[config.mk]
export PLATFORM = sky130hd
export DESIGN_NAME = pipe_stage_skid_flat
export DESIGN_NICKNAME = d
export VERILOG_FILES = /design/src/rtl/pipe_stage_skid_if.sv /design/src/rtl/pipe_stage_skid.sv /design/src/flat_wrapper.sv
export SDC_FILE = /design/constraint.sdc
export NUM_CORES = 1
export LEC_CHECK = 0
export CORE_ASPECT_RATIO = 0.9
export CORE_UTILIZATION = 45
export CTS_CLUSTER_DIAMETER = 80
export DETAILED_ROUTE_END_ITERATION = 16
export GPL_TIMING_DRIVEN = 1
export HOLD_SLACK_MARGIN = 0.15
export PLACE_DENSITY = 0.76
export SYNTH_ARGS = -nofsm -noshare
export SYNTH_HDL_FRONTEND = slang
export SYNTH_SLANG_ARGS = --single-unit
export TNS_END_PERCENT = 1
[constraint.sdc]
create_clock -name clk -period 10.8 [get_ports clk]
set_clock_uncertainty 0.2 [all_clocks]
set_input_delay 2.16 -clock clk [delete_from_list [all_inputs] [get_ports clk]]
set_output_delay 2.16 -clock clk [all_outputs]
set_load 0.02 [all_outputs]
[src/rtl/pipe_stage_skid_if.sv]
// rtl/pipe_stage_skid_if.sv - valid/ready stream bundle (ctrl + data) for pipeline stage boundaries.
interface pipe_stage_skid_if #(
    parameter int CTRL_W = 11,
    parameter int DATA_W = 143
);
    logic              valid;
    logic              ready;
    logic [CTRL_W-1:0] ctrl;
    logic [DATA_W-1:0] data;

    modport master (output valid, output ctrl, output data, input ready);
    modport slave  (input valid, input ctrl, input data, output ready);
endinterface

[src/rtl/pipe_stage_skid.sv]
// rtl/pipe_stage_skid.sv - pipeline stage register with two-entry skid buffer and flush-to-bubble.
// Optional statistics counters (bubble_cnt, stall_cnt) are built only with PIPE_STAGE_STATS_EN.
module pipe_stage_skid #(
    parameter int CTRL_W = 11,
    parameter int DATA_W = 143
`ifdef PIPE_STAGE_STATS_EN
    ,
    parameter int CNT_W  = 32
`endif
) (
    input  logic                clk,
    input  logic                reset,
    input  logic                flush,
    pipe_stage_skid_if.slave    i_in,
    pipe_stage_skid_if.master   o_out
`ifdef PIPE_STAGE_STATS_EN
    ,
    output logic [CNT_W-1:0]    bubble_cnt,
    output logic [CNT_W-1:0]    stall_cnt
`endif
);

    typedef enum logic [1:0] {
        ST_EMPTY = 2'd0,
        ST_FULL  = 2'd1,
        ST_SKID  = 2'd2
    } state_t;

    state_t            r_state;
    state_t            w_state_nxt;
    logic [CTRL_W-1:0] r_main_ctrl;
    logic [DATA_W-1:0] r_main_data;
    logic [CTRL_W-1:0] r_skid_ctrl;
    logic [DATA_W-1:0] r_skid_data;

    logic w_in_ready;
    logic w_out_valid;
    logic w_accept;
    logic w_pop;
    logic w_load_main_in;
    logic w_load_main_skid;
    logic w_load_skid;

    // Both handshake outputs come straight from the state flops, which is what
    // keeps out_ready/flush from reaching in_ready combinationally.
    assign w_in_ready  = (r_state != ST_SKID);
    assign w_out_valid = (r_state != ST_EMPTY);
    assign w_accept    = i_in.valid & w_in_ready;
    assign w_pop       = w_out_valid & o_out.ready;

    always_comb begin
        w_state_nxt      = r_state;
        w_load_main_in   = 1'b0;
        w_load_main_skid = 1'b0;
        w_load_skid      = 1'b0;
        if (flush) begin
            w_state_nxt = ST_EMPTY;
        end else begin
            case (r_state)
                ST_EMPTY: begin
                    if (w_accept) begin
                        w_state_nxt    = ST_FULL;
                        w_load_main_in = 1'b1;
                    end
                end
                ST_FULL: begin
                    if (w_pop && w_accept) begin
                        w_load_main_in = 1'b1;
                    end else if (w_pop) begin
                        w_state_nxt = ST_EMPTY;
                    end else if (w_accept) begin
                        w_state_nxt = ST_SKID;
                        w_load_skid = 1'b1;
                    end
                end
                ST_SKID: begin
                    if (w_pop) begin
                        w_state_nxt      = ST_FULL;
                        w_load_main_skid = 1'b1;
                    end
                end
                default: w_state_nxt = ST_EMPTY;
            endcase
        end
    end

    always_ff @(posedge clk or posedge reset) begin
        if (reset) begin
            r_state <= ST_EMPTY;
        end else begin
            r_state <= w_state_nxt;
        end
    end

    // Flush turns held beats into NOPs but leaves payloads in place.
    always_ff @(posedge clk or posedge reset) begin
        if (reset) begin
            r_main_ctrl <= '0;
            r_main_data <= '0;
            r_skid_ctrl <= '0;
            r_skid_data <= '0;
        end else if (flush) begin
            r_main_ctrl <= '0;
            r_skid_ctrl <= '0;
        end else begin
            if (w_load_main_in) begin
                r_main_ctrl <= i_in.ctrl;
                r_main_data <= i_in.data;
            end else if (w_load_main_skid) begin
                r_main_ctrl <= r_skid_ctrl;
                r_main_data <= r_skid_data;
            end
            if (w_load_skid) begin
                r_skid_ctrl <= i_in.ctrl;
                r_skid_data <= i_in.data;
            end
        end
    end

    assign i_in.ready  = w_in_ready;
    assign o_out.valid = w_out_valid;
    assign o_out.ctrl  = w_out_valid ? r_main_ctrl : '0;
    assign o_out.data  = r_main_data;

`ifdef PIPE_STAGE_STATS_EN
    logic [CNT_W-1:0] r_bubble_cnt;
    logic [CNT_W-1:0] r_stall_cnt;

    always_ff @(posedge clk or posedge reset) begin
        if (reset) begin
            r_bubble_cnt <= '0;
            r_stall_cnt  <= '0;
        end else begin
            if (!w_out_valid && (r_bubble_cnt != '1)) begin
                r_bubble_cnt <= r_bubble_cnt + CNT_W'(1);
            end
            if (w_out_valid && !o_out.ready && (r_stall_cnt != '1)) begin
                r_stall_cnt <= r_stall_cnt + CNT_W'(1);
            end
        end
    end

    assign bubble_cnt = r_bubble_cnt;
    assign stall_cnt  = r_stall_cnt;
`endif

endmodule

[src/flat_wrapper.sv]
// flat-port wrapper written by rule: the top's interface ports become plain ports
module pipe_stage_skid_flat 
#(
    parameter int CTRL_W = 11,
    parameter int DATA_W = 143

)
  (clk, reset, flush, i_in_valid, i_in_ctrl, i_in_data, i_in_ready, o_out_valid, o_out_ctrl, o_out_data, o_out_ready);
  pipe_stage_skid_if #(.CTRL_W(CTRL_W), .DATA_W(DATA_W)) i_in_i ();
  pipe_stage_skid_if #(.CTRL_W(CTRL_W), .DATA_W(DATA_W)) o_out_i ();
  input  logic clk;
  input  logic reset;
  input  logic flush;
  input wire logic [$bits(i_in_i.valid)-1:0] i_in_valid;
  input wire logic [$bits(i_in_i.ctrl)-1:0] i_in_ctrl;
  input wire logic [$bits(i_in_i.data)-1:0] i_in_data;
  output wire logic [$bits(i_in_i.ready)-1:0] i_in_ready;
  output wire logic [$bits(o_out_i.valid)-1:0] o_out_valid;
  output wire logic [$bits(o_out_i.ctrl)-1:0] o_out_ctrl;
  output wire logic [$bits(o_out_i.data)-1:0] o_out_data;
  input wire logic [$bits(o_out_i.ready)-1:0] o_out_ready;
  assign i_in_i.valid = i_in_valid;
  assign i_in_i.ctrl = i_in_ctrl;
  assign i_in_i.data = i_in_data;
  assign i_in_ready = i_in_i.ready;
  assign o_out_valid = o_out_i.valid;
  assign o_out_ctrl = o_out_i.ctrl;
  assign o_out_data = o_out_i.data;
  assign o_out_i.ready = o_out_ready;
  pipe_stage_skid #(.CTRL_W(CTRL_W), .DATA_W(DATA_W)) u_core (.clk(clk), .reset(reset), .flush(flush), .i_in(i_in_i), .o_out(o_out_i));
endmodule
==> results.sh <==
export IMPL_status="completed"
export IMPL_use_met1=0.274
export IMPL_period_minus_slack_ps=5120
export IMPL_setup_tns_final_ps=0
export IMPL_cpPeakStageDelay_ps=770
export IMPL_finalSetupViolCount=0
export IMPL_gp_congestion=0.753
export IMPL_slew_headroom=0.270
export IMPL_seq_area_frac_synth=0.579
export IMPL_synth_top_cell_area_share=0.579
export IMPL_rows=59
export IMPL_syn2layout_area_growth_pct=32.0
export IMPL_yosysMostFrequentCell="dfrtp_1"
export IMPL_whs_endpoint="u_core.r_main_ctrl[1]$_DFFE_PP0P_"
export IMPL_wl_per_cell_um=18.4
export IMPL_cts_root_buf="clkbuf_16"
export IMPL_leakage_nw=7.76
export IMPL_critPathSlowestCell="buf_4"
export IMPL_grt_use_met2=0.330
export IMPL_seqPwrFrac=0.409
export IMPL_worst_pin_slew_ps=1100
export IMPL_die_w_um=184
export IMPL_pwr_share_comb=0.308
export IMPL_core_area_um2=29100
export IMPL_vias=8967
export IMPL_drtAntennaViolNets=0
export IMPL_hold_path_class="flop to flop"
export IMPL_min_path_cells=1
export IMPL_clk_pin_slew_ps=60
export IMPL_rsz0062_at_grt="false"
export IMPL_final_core_util=0.608
export IMPL_min_from="u_core.r_main_ctrl[1]$_DFFE_PP0P_"
export IMPL_synth_cells=1017
export IMPL_switchingPower_mw=1.28
export IMPL_r2r_start="u_core.r_state[1]$_DFFE_PP0P_"
export IMPL_synthFlopType="dfrtp_1"
export IMPL_power_density_nw_per_um2=236
export IMPL_ys_warn_count=0
export IMPL_wl_mm=31.9
export IMPL_clk_latency_ps=500
export IMPL_worst_path_most_repeated_cell="buf_4"
export IMPL_viasPerCell=5.18
export IMPL_port_buffers=314
export IMPL_postCtsSetupBuffers=0
export IMPL_cts_tree="done"
export IMPL_ctsHtreeMaxLevel=2
export IMPL_yosysTopAreaCell="dfrtp_1"
export IMPL_fmax_mhz=195
export IMPL_critPathArrivalTime_ps=5330
export IMPL_track_usage=0.210
export IMPL_final_nets=1470
export IMPL_cp_max_fo=49
export IMPL_internal_power_mw=2.88
export IMPL_grt_max_degree=160
export IMPL_drt_iter0_drc=518
export IMPL_synthesis_area_um2=13400
export IMPL_cp_top_family="buffers and inverters"
export IMPL_drc_errors=0
export IMPL_initial_core_util=0.460
export IMPL_yosysUniqueCellTypes=25
export IMPL_ir_drop_uv=140
export IMPL_crit_chain="clkdlybuf4s50_1, nor2b_2, o2bb2ai_2, and2b_4, buf_4, buf_4, mux2i_1"
export IMPL_startpoint_type="input port"
export IMPL_globalRouteMet3Util=0.0776
export IMPL_timing_final_max_slew_violations=0
export IMPL_async_reset_ff_frac=1.00
export IMPL_hpwl_mm=20.4
export IMPL_crit_type="input port to flop"
export IMPL_layout_drive_gt1_share=0.163
export IMPL_hold_viol_final=0
export IMPL_r2r_cells=6
export IMPL_cts_made_buffers=34
export IMPL_fin_crit_sh=0.474
export IMPL_grt_busiest_layer="met2"
export IMPL_synth_top_cells_by_count="dfrtp_1 (310), mux2i_1 (156), inv_1 (145), mux2_2 (143), o22ai_1 (143)"
export IMPL_first_global_vias=9487
export IMPL_antenna_found_initial=1
export IMPL_r2r_slack_ps=7460
export IMPL_syn_area_per_cell_um2=13.2
export IMPL_p_sw_frac=0.307
export IMPL_clock_tree_buffer_depth=3
export IMPL_dieArea_um2=30500
export IMPL_cts_num_sinks=310
export IMPL_clockPowerShare=0.283
export IMPL_postCtsResizedCells=0
export IMPL_ctsHoldBuffers=0
export IMPL_synth_area_leaders="dfrtp_1 (58%), mux2_2 (12%), mux2i_1 (12%)"
export IMPL_firstDrtPassIters=4
export IMPL_synth_fp_nets=1176
export IMPL_end_kind="flop"
export IMPL_grt_pass1_wl_mm=51.3
export IMPL_die_h_um=166
export IMPL_required_ps=11010
export IMPL_worstReg2RegEnd="u_core.o_out.data[94]$_DFFE_PP0P_"
export IMPL_pin_count=315
export IMPL_globalRoute_totalOverflow=0
export IMPL_fill_cells=2328
export IMPL_cap_violations=0
export IMPL_synth_edff_count=0
export IMPL_ys_seq_elements=310
export IMPL_crit_buf_inv=3
## how the worst max path moves through the flow
stage,slack (ps),from,end,cells past startpoint
CTS,5640,i_in_valid,u_core.o_out.data[105]$_DFFE_PP0P_,7
detailed placement,5110,i_in_valid,u_core.o_out.data[82]$_DFFE_PP0P_,7
global placement,5230,i_in_valid,u_core.o_out.data[82]$_DFFE_PP0P_,7
finish,5680,i_in_valid,u_core.o_out.data[94]$_DFFE_PP0P_,7
global route,5490,i_in_valid,u_core.o_out.data[95]$_DFFE_PP0P_,7
floorplan,4310,reset,u_core.o_out.data[0]$_DFFE_PP0P_,1
## flip-flops by register name, summed over array words and instances (netlist names)
register,count
u_core.o_out.data,143
u_core.r_skid_data,143
u_core.r_main_ctrl,11
u_core.r_skid_ctrl,11
u_core.r_state,2
## stage by stage
stage | cells | total power, mW | cell area (um2) | hold WS (ps) | setup slack (ps)
after floorplan | 1017 | 2.41 | 13400 | 249 | 4310
after global placement | 1671 | 2.97 | 16500 | 264 | 5230
after detailed placement | 1671 | 3.01 | 16500 | 268 | 5110
after CTS | 1731 | 4.21 | 17700 | 286 | 5640
after global routing | 1731 | 4.38 | 17700 | 304 | 5490
final | 1732 | 4.16 | 17700 | 283 | 5680
## layer usage
metal  vias to the layer above  wire, um
li1                       4150         -
met5                         -         0
met1                      4491     13500
met2                       281     14700
met3                        45      3130
met4                         0       594
## final cells by class
| type | instances | area [um2] | share of cell area |
|---|---|---|---|
| multi-input cells | 493 | 4470 | 0.253 |
| inverters | 145 | 548 | 0.0310 |
| repair buffers | 327 | 3250 | 0.184 |
| flip-flops and latches | 310 | 7760 | 0.439 |
| clock inverters | 11 | 111 | 0.00630 |
| clock buffers | 49 | 1040 | 0.0589 |
| well taps | 396 | 495 | 0.0280 |
| diodes | 1 | 2.50 | 0.000142 |
## kinds of logic after synthesis
group / after synthesis / share of synthesized area
compound gates: 169 / 0.0839
simple gates: 25 / 0.0119
buf+inv: 214 / 0.0882
mux: 299 / 0.237
flops: 310 / 0.579
## cell usage in the layout, fill, tap and decap left out, types with 7 or more instances in the layout
cell,count
mux2i_1,156
o22ai_1,143
mux2_2,143
clkbuf_16,37
dfrtp_1,310
clkdlybuf4s50_1,314
nor2b_1,12
clkbuf_8,7
o2bb2ai_1,11
buf_4,12
a22o_1,11
clkinv_2,7
inv_1,144
## power by group through the flow
stage | Combinational, mW | Sequential (mW) | Clock (mW)
5_1_grt | 1.38 | 1.75 | 1.25
6_report | 1.28 | 1.70 | 1.18
3_5_place_dp | 1.29 | 1.72 | 0
3_3_place_gp | 1.26 | 1.70 | 0
4_1_cts | 1.30 | 1.70 | 1.21
2_1_floorplan | 0.480 | 1.93 | 0
Note: power is estimated with default switching activity, not from simulation.
